<file path="src/rtl/soc_status_responder.sv">
// soc_status_responder: memory-mapped status register block on a
// req/gnt/rvalid core data bus. It holds the FLAG, RESULT, SCRATCH, CYCLES
// and ID registers, and it has configurable grant wait states and response
// latency.
module soc_status_responder #(
  parameter logic [31:0] BASE_ADDR    = 32'h0010_0000,
  parameter int unsigned GNT_WAIT     = 0,
  parameter int unsigned RESP_LATENCY = 1
) (
  input  logic        clk_i,
  input  logic        rst_ni,
  input  logic        req_i,
  output logic        gnt_o,
  output logic        rvalid_o,
  input  logic [31:0] addr_i,
  input  logic        we_i,
  input  logic [3:0]  be_i,
  input  logic [31:0] wdata_i,
  output logic [31:0] rdata_o,
  output logic        err_o,
  output logic        signal,
  output logic [31:0] mem_flag,
  output logic [31:0] mem_result
);

  localparam int unsigned LAT_LOAD_I = RESP_LATENCY - 1;
  localparam logic [3:0]  GNT_WAIT_C = GNT_WAIT[3:0];
  localparam logic [3:0]  LAT_LOAD   = LAT_LOAD_I[3:0];
  localparam logic [31:0] ID_VALUE   = 32'hCE5E_0001;

  typedef enum logic [0:0] {
    ST_IDLE = 1'b0,
    ST_RESP = 1'b1
  } state_t;

  state_t      state;
  state_t      state_next;
  logic [3:0]  wait_cnt;
  logic [3:0]  wait_next;
  logic [3:0]  lat_cnt;
  logic [3:0]  lat_next;
  logic        accept;
  logic        resp_next;

  logic [31:0] flag;
  logic [31:0] result;
  logic [31:0] scratch;
  logic [31:0] cycles;

  logic [9:0]  word_off;
  logic        hit;
  logic        err_now;
  logic [31:0] rd_now;
  logic [31:0] rd_src;
  logic [31:0] rd_cap;
  logic        err_cap;
  logic        unused_addr_bits;

  // Merge the enabled bytes of new_val into old_val.
  function automatic logic [31:0] byte_merge(input logic [31:0] old_val,
                                             input logic [31:0] new_val,
                                             input logic [3:0]  be);
    logic [31:0] res;
    res = old_val;
    for (int k = 0; k < 4; k++) begin
      if (be[k]) begin
        res[8*k +: 8] = new_val[8*k +: 8];
      end else begin
        res[8*k +: 8] = old_val[8*k +: 8];
      end
    end
    return res;
  endfunction

  assign unused_addr_bits = ^addr_i[1:0];
  assign accept           = req_i && gnt_o;
  assign rd_src           = we_i ? 32'h0000_0000 : rd_now;
  assign mem_flag         = flag;
  assign mem_result       = result;

  // Address decode and read mux. This uses the register values of the current cycle.
  always_comb begin
    word_off = addr_i[11:2];
    hit      = (addr_i[31:12] == BASE_ADDR[31:12]);
    err_now  = !hit || (word_off > 10'd4);
    rd_now   = 32'h0000_0000;
    if (hit) begin
      case (word_off)
        10'd0:   rd_now = flag;
        10'd1:   rd_now = result;
        10'd2:   rd_now = scratch;
        10'd3:   rd_now = cycles;
        10'd4:   rd_now = ID_VALUE;
        default: rd_now = 32'h0000_0000;
      endcase
    end else begin
      rd_now = 32'h0000_0000;
    end
  end

  // Handshake FSM: next state, the wait and latency counters, and the grant.
  always_comb begin
    state_next = state;
    wait_next  = wait_cnt;
    lat_next   = lat_cnt;
    gnt_o      = 1'b0;
    resp_next  = 1'b0;
    case (state)
      ST_IDLE: begin
        gnt_o = rst_ni && req_i && (wait_cnt == GNT_WAIT_C);
        if (!req_i) begin
          wait_next = 4'd0;
        end else if (gnt_o) begin
          wait_next  = 4'd0;
          lat_next   = LAT_LOAD;
          state_next = ST_RESP;
          resp_next  = (LAT_LOAD == 4'd0);
        end else if (wait_cnt < GNT_WAIT_C) begin
          wait_next = wait_cnt + 4'd1;
        end else begin
          wait_next = wait_cnt;
        end
      end
      ST_RESP: begin
        wait_next = 4'd0;
        if (lat_cnt == 4'd0) begin
          state_next = ST_IDLE;
        end else begin
          lat_next  = lat_cnt - 4'd1;
          resp_next = (lat_cnt == 4'd1);
        end
      end
      default: begin
        state_next = ST_IDLE;
        wait_next  = 4'd0;
        lat_next   = 4'd0;
      end
    endcase
  end

  // FSM state and counter registers.
  always_ff @(posedge clk_i or negedge rst_ni) begin
    if (!rst_ni) begin
      state    <= ST_IDLE;
      wait_cnt <= 4'd0;
      lat_cnt  <= 4'd0;
    end else begin
      state    <= state_next;
      wait_cnt <= wait_next;
      lat_cnt  <= lat_next;
    end
  end

  // Register file. Writes commit at acceptance. CYCLES counts every clock and ignores writes.
  always_ff @(posedge clk_i or negedge rst_ni) begin
    if (!rst_ni) begin
      flag    <= 32'h0000_0000;
      result  <= 32'h0000_0000;
      scratch <= 32'h0000_0000;
      cycles  <= 32'h0000_0000;
      signal  <= 1'b0;
    end else begin
      cycles <= cycles + 32'd1;
      signal <= (flag != 32'h0000_0000);
      if (accept && we_i && !err_now) begin
        case (word_off)
          10'd0:   flag    <= byte_merge(flag, wdata_i, be_i);
          10'd1:   result  <= byte_merge(result, wdata_i, be_i);
          10'd2:   scratch <= byte_merge(scratch, wdata_i, be_i);
          default: begin
          end
        endcase
      end
    end
  end

  // Response path. Read data is captured at acceptance, and it is presented with the registered rvalid.
  always_ff @(posedge clk_i or negedge rst_ni) begin
    if (!rst_ni) begin
      rd_cap   <= 32'h0000_0000;
      err_cap  <= 1'b0;
      rvalid_o <= 1'b0;
      rdata_o  <= 32'h0000_0000;
      err_o    <= 1'b0;
    end else begin
      if (accept) begin
        rd_cap  <= rd_src;
        err_cap <= err_now;
      end
      rvalid_o <= resp_next;
      if (resp_next) begin
        rdata_o <= accept ? rd_src : rd_cap;
        err_o   <= accept ? err_now : err_cap;
      end else begin
        rdata_o <= 32'h0000_0000;
        err_o   <= 1'b0;
      end
    end
  end

endmodule

</file>
<file path="config.mk">
export PLATFORM = sky130hd
export DESIGN_NAME = soc_status_responder
export DESIGN_NICKNAME = d
export VERILOG_FILES = /design/src/rtl/soc_status_responder.sv
export SDC_FILE = /design/constraint.sdc
export NUM_CORES = 1
export LEC_CHECK = 0
export ABC_AREA = 1
export CAP_MARGIN = 20
export CORE_AREA = 2 2 128 155
export CTS_CLUSTER_SIZE = 16
export DETAILED_ROUTE_END_ITERATION = 7
export DIE_AREA = 0 0 130 157
export GPL_TIMING_DRIVEN = 0
export HOLD_SLACK_MARGIN = 0.15
export PLACE_DENSITY_LB_ADDON = 0.15
export SLEW_MARGIN = 20
export SYNTH_ARGS = -nofsm -noshare
export SYNTH_HDL_FRONTEND = slang
export SYNTH_SLANG_ARGS = --single-unit
</file>
<file path="constraint.sdc">
create_clock -name clk_i -period 3.8 [get_ports clk_i]
set_input_delay 0.76 -clock clk_i [delete_from_list [all_inputs] [get_ports clk_i]]
set_output_delay 0.76 -clock clk_i [all_outputs]
set_load 0.02 [all_outputs]
</file>
==> flow_metrics.tcl <==
set metrics [dict create \
    regToRegSetupSlack_ps 1600 \
    ant_nets 0 \
    synth_flop_cell "dfrtp_1" \
    grt_use_total_pct 27.26 \
    power_density_mw_per_mm2 373.8 \
    hpwl_mm 20.39 \
    critPathCaptureType "output pin" \
    finalCritPeriodShare_pct 79.56 \
    finalNetCount 1384 \
    drtIter0Drc 859 \
    dpl_cell_area_mm2 0.01143 \
    cp_max_fo 69 \
    cts-hold-fix-buffers 0 \
    clk_pin_slew_worst_paths_ps 60 \
    die_w_um 130 \
    synthArstFlopShare_pct 100.0 \
    synth_top_area_share_pct 53.76 \
    antenna-diode-count 0 \
    hold_slack_ps 202.2 \
    hold_class "input port to async pin" \
    synthAdderAreaFrac_pct 0.5350 \
    ios 172 \
    yosysTopAreaCell "dfrtp_1" \
    synth-seq-area-share_pct 53.76 \
    p_seq_share_pct 48.6 \
    arrival_ps 2260 \
    grt_pass1_vias 8088 \
    dieHeight_um 157 \
    ys_warn_count 0 \
    viasPerCell 5.343 \
    p_int_uw 3389 \
    final_layout_size_suffix_gt1_share_pct 7.564 \
    hold_viol 0 \
    grt-ovfl-total 0 \
    dieArea_mm2 0.02041 \
    synth.area.mux_share_pct 0 \
    synth_area_leaders "dfrtp_1 (54%), nand2_1 (13%), nand3_1 (10%)" \
    syn-cell-area_mm2 0.009355 \
    cts_max_path_buffers 3 \
    combPwrFrac_pct 8.9 \
    num_rows 55 \
    critPathTopFamily "buffers and inverters" \
    tritoncts "yes" \
    cts_made_buffers 21 \
    syn-num-nets 1190 \
    grt_pass1_wl_mm 43.27 \
    htree_num_levels 1 \
    clkPwrFrac_pct 42.4 \
    path_cells "buf_8 -> nand3_1 -> inv_1 -> clkdlybuf4s50_1" \
    rr_endpoint "scratch[22]$_DFFE_PN0P_" \
    cp_slowest_cell "clkdlybuf4s50_1" \
    place_congestion 0.9806 \
    syn_inst 1114 \
    synth-compound-area-share_pct 4.293 \
    outcome "completed" \
    root_buffer "clkbuf_16" \
    drv_slew 0 \
    area_delta_synth_final_pct 28.98 \
    finalSetupViolCount 0 \
    synth_edf_count 0 \
    cts_resized 0 \
    core_region_area_mm2 0.01879 \
    slew-limit-headroom_pct 58.65 \
    swShare_pct 24.87 \
    wl_per_cell_um 17.15 \
    design_area_mm2 0.01207 \
    cp_num_buf_inv 3 \
    synth_top_family_by_area "simple AND/OR/NAND/NOR gates" \
    finalSetupTns_ps 0 \
    cp.required_ps 3040 \
    ir_worst_vdd_v 0.0002551 \
    synth_seq_cells 201 \
    clock_latency_ps 510 \
    max_freq_mhz 330.8 \
    synth_commonest_cells "nand2_1 (329), dfrtp_1 (201), nand3_1 (187)" \
    antenna_found_initial 0 \
    grt_max_degree 71 \
    synth_simple_gate_area_share_pct 32.55 \
    yosysMostFrequentCell "nand2_1" \
    synthXorXnorAreaFrac_pct 2.809 \
    portBuffers 169 \
    power_switching_uw 1122 \
    fillers 1580 \
    maxCapViolCount 0 \
    p_leak_uw 0.005978 \
    avgSynthCellArea_um2 8.398 \
    max_stage_delay_ps 620 \
    wl_mm 27.07 \
    r2r_cells 8 \
    drt-pass1-iter-count 5 \
    synth.distinct_cells 29 \
    clock-sinks 201 \
    rsz0062_at_grt "false" \
    fin_crit_ps 3023 \
    startpoint_type "input port" \
    initial_utilization_pct 49.80 \
    worstSetupPathType "input port to output pin" \
    r2r-start "state$_DFF_PN0_" \
    cts_setup_buffers 0 \
    drc 0 \
    vias 8431 \
    skew_ps 21.71 \
    timing_worst_slew_pin_value_ps 620.3 \
]
registers in the layout (all words and copies together) (netlist names):
signal / flops
err_cap: 1
rd_cap: 32
signal: 1
err_o: 1
scratch: 32
mem_flag: 32
state: 1
lat_cnt: 4
rdata_o: 32
rvalid_o: 1
mem_result: 32
cycles: 32
how the worst max path moves through the flow:
stage	end	cells past startpoint	slack, ps	from
after floorplan	mem_flag[13]$_DFFE_PN0P_	9	1730	addr_i[11]
after global placement	scratch[22]$_DFFE_PN0P_	8	-7490	rst_ni
after detailed placement	scratch[12]$_DFFE_PN0P_	8	700	rst_ni
after CTS	gnt_o	4	750	rst_ni
after global routing	gnt_o	4	620	rst_ni
final	gnt_o	4	780	rst_ni
power groups by stage:
stage / logic (uW) / registers (uW) / clock network (uW)
after detailed placement: 406 / 2230 / 0
after CTS: 408 / 2190 / 1940
after global routing: 455 / 2200 / 2030
final: 403 / 2190 / 1910
after global placement: 387 / 2230 / 0
after floorplan: 182 / 2240 / 0
per-layer routing:
layer	share of wire [%]	track usage, %	wire length, um
met3	7.5	3.875	2032
met2	47	42.53	12710
met5	0	0	0
met1	42	38.85	11470
met4	3.2	10.19	861
area by class of cell:
| type | instances | area [um^2] | area share, % |
|---|---|---|---|
| clock inverters | 10 | 71.32 | 0.5910 |
| well taps | 256 | 320.3 | 2.654 |
| multi-input cells | 777 | 3760 | 31.16 |
| clock buffers | 27 | 568.0 | 4.708 |
| inverters | 91 | 341.6 | 2.831 |
| plain buffers | 45 | 224.0 | 1.856 |
| flip-flops and latches | 201 | 5030 | 41.68 |
| repair buffers | 171 | 1752 | 14.52 |
cell families after synthesis:
logic type               after synthesis
AO/OA/AOI/OAI                         78
flip-flops                           201
AND/OR/NAND/NOR                      665
adder cells (fa/ha/maj)                4
XOR/XNOR                              30
buffers and inverters                136
placed cells by master, fill, tap and decap left out:
cell	instances
a21oi_1	33
clkbuf_8	2
or2_2	2
dfrtp_1	201
nor2_4	3
and2_1	3
inv_1	88
nor3_2	1
buf_2	20
xnor2_1	11
nor2_2	6
nand4_1	35
nor2_1	58
nand3_2	5
nor4_1	8
clkinv_2	4
o21ai_1	32
nand3_1	187
inv_2	3
nand3_4	1
xor2_1	19
a21oi_4	1
clkinvlp_4	3
buf_4	8
buf_16	2
inv_8	1
ha_1	4
clkdlybuf4s50_1	168
inv_6	2
nor2_8	4
nor3_1	13
o21ai_0	12
buf_1	5
nand2_2	10
clkbuf_1	16
buf_8	1
nand2_1	329
clkbuf_16	21
stage by stage:
| stage | instances | utilization [%] | worst slack (ps) | power [uW] |
|---|---|---|---|---|
| 6_report | 1578 | 64.23 | 776.8 | 4511 |
| 3_5_place_dp | 1541 | 60.83 | 697.8 | 2639 |
| 2_1_floorplan | 1114 | - | 1728 | 2421 |
| 4_1_cts | 1578 | 64.23 | 747.6 | 4546 |
| 3_3_place_gp | 1539 | 60.51 | -7487 | 2622 |
| 5_1_grt | 1578 | 64.23 | 621.5 | 4679 |
(Power assumes the default switching activity.)
==> edit, RTL diff (same settings) <==
Make the reset (`rst_ni`) synchronous in 3 clocked blocks.
--- a/src/rtl/soc_status_responder.sv
+++ b/src/rtl/soc_status_responder.sv
@@ -141,3 +141,3 @@
   // FSM state and counter registers.
-  always_ff @(posedge clk_i or negedge rst_ni) begin
+  always_ff @(posedge clk_i) begin
     if (!rst_ni) begin
@@ -154,3 +154,3 @@
   // Register file. Writes commit at acceptance. CYCLES counts every clock and ignores writes.
-  always_ff @(posedge clk_i or negedge rst_ni) begin
+  always_ff @(posedge clk_i) begin
     if (!rst_ni) begin
@@ -177,3 +177,3 @@
   // Response path. Read data is captured at acceptance, and it is presented with the registered rvalid.
-  always_ff @(posedge clk_i or negedge rst_ni) begin
+  always_ff @(posedge clk_i) begin
     if (!rst_ni) begin
Formal check against the unedited RTL: differs if rst_ni is asserted again (counterexample within 4 cycles, from zero or initial values and one cycle with rst_ni low); with rst_ni held inactive, the same outputs for 4 cycles.
==> edit against the unedited design <==
- synthesized cell count up 25%
- cell area down 1.1%
- sequential cell count unchanged
- combinational power down 47%
- via count up 8.5%
- final cell count up 17%
- count of clock-buffer cells in the layout down 3
- area after synthesis down 1.0%
- total power down 3.6%
- routed wire length up 2.8%
- setup slack worse by 0.095 ns
- critical endpoint unchanged
- largest cell class is now multi-input combinational cells
- largest power group unchanged
==> edit: results (changes against the unedited design) <==
The compound-gate portion of the synthesized area is 4.662% (+0.37 points). In the synthesized netlist the dominant register cell turns out to be dfxtp_1. The ratio of cells with drive above 1 in the final layout is 5.141% (-2.4 points). The headroom to the max-slew limit came out at 49.72% (-8.9 points). The setup clock skew after layout came to 0.01643 ns (-0.005283 ns). The post-synthesis share of cell area spent on xor and xnor gates is 0.4730% (-2.3 points). The share of synthesized area occupied by flip-flops and latches is 43.46% (-10 points).

The static leakage came out at 5.487 nW (-8.2%). The share of async-settable or async-resettable flops after synthesis is 0% (-100 points). The internal reg-to-reg setup slack was 1.41 ns (-0.19 ns). The flow ran to the end, and the final reports show no timing, DRC or antenna violations. The worst hold margin is 0.4500 ns (+0.2478 ns). The number of distinct standard cells referenced by the synthesized netlist came to 37 (+28%). The startpoint identified for the worst register-to-register timing path is cycles[0]. The total wire length after detailed routing came out at 27830 um (+2.8%). The wire length of the first global-routing pass is 43090 um (-0.41%). The post-route met1 wirelength is 12210 um (+6.5%). The final layout net count came to 1659 (+20%). The global router's overall resource usage came to 26.90% (-0.36 points).

The last weighted congestion value of the routability-driven placer is 0.9443 (-3.7%). Ranked by instance count, the synthesized netlist is headed by 459 x nand2_1, 270 x nor2_1, 201 x dfxtp_1. The arrival time at the worst endpoint came out at 2.36 ns (+0.10 ns). The worst reg-to-reg path cell count came out at 9 (+1). By area the synthesized netlist is led by dfxtp_1 43%, nand2_1 19%, nor2_1 11%.

The number of global-route vias before repair is 8232 (+1.8%). The largest net degree at the start of global routing came out at 17 (-76%). The length of routed met2 wiring was 12900 um (+1.5%). The biggest fanout along the worst timing path came to 5 (-93%). The setup slack at placement is 0.4302 ns (-0.2676 ns). The met3 routed wirelength is 2136 um (+5.1%). The number of instances resized during post-cts repair is 0 (unchanged).

The first-iteration detailed-routing DRC count came out at 563 (-34%). The post-synthesis net count is 1467 (+23%). The clock slew seen by the registers of the worst setup and hold paths is 0.06 ns (about the same). The endpoint identified for the worst register-to-register timing path is cycles[24]. The estimated wirelength of the detail-placed design came out at 21290 um (+4.4%).

The total vias in the final route is 9146 (+8.5%). The worst supply voltage drop on vdd came to 0.3233 mV (+27%). The tree is rooted in a clkbuf_16. The number of iterations in the first detailed-routing pass came out at 5 (unchanged).
[edit: routing by layer]
layer | track usage, % | vias up
li1 | - | 4684
met1 | 37.32 | 4081
met2 | 44.45 | 340
met3 | 3.195 | 41
met4 | 6.964 | 0
met5 | 0 | -
[edit: cell families after synthesis]
group / count (synthesis)
adders and majority gates: 3
xor gates and xnor gates: 5
buffers and inverters: 199
AOI/OAI and AO/OA: 84
and+or+nand+nor: 900
DFF: 201
[edit: where the power goes]
part	total, mW	switching (mW)	internal, mW
Clock	2.02	0.846	1.17
Sequential	2.12	0.00485	2.11
Combinational	0.214	0.126	0.0872
[edit: through the flow]
step	utilization (%)	cell area, um^2	total power, mW	instances
finish	63.53	11940	4.350	1851
global route	63.53	11940	4.483	1851
CTS	63.53	11940	4.371	1851
detailed placement	59.99	11270	2.379	1817
global placement	59.99	11270	2.378	1817
floorplan	-	9259	2.244	1392
[edit: worst max path at each step]
stage / slack (ns) / start / to / depth (start not counted)
floorplan: 1.62 / addr_i[8] / scratch[10] / 9
CTS: 0.66 / rst_ni / gnt_o / 4
finish: 0.68 / rst_ni / gnt_o / 4
global placement: 0.44 / addr_i[2] / rdata_o[24] / 7
global route: 0.59 / rst_ni / gnt_o / 4
detailed placement: 0.43 / addr_i[2] / rdata_o[21] / 7
[edit: layout make-up]
| type | instances | area, um^2 |
|---|---|---|
| fillers | 1759 | 6852 |
| multi-input cells | 992 | 4424 |
| flip-flops and latches | 201 | 4024 |
| repair buffers | 169 | 1692 |
| clock buffers | 24 | 546.8 |
| inverters | 143 | 536.8 |
| well taps | 256 | 320.3 |
| plain buffers | 56 | 274.0 |
| clock inverters | 10 | 117.6 |
[edit: worst reg2reg max path: stages (launching register included)]
cell and delay (ns):
dfxtp_1 0.41, ha_1 0.20, nand2_1 0.09, nor3_1 0.49, nand2_1 0.22, inv_1 0.18, nand2_1 0.13, nor2_1 0.26
nand3_1 0.11, and3_1 0.19
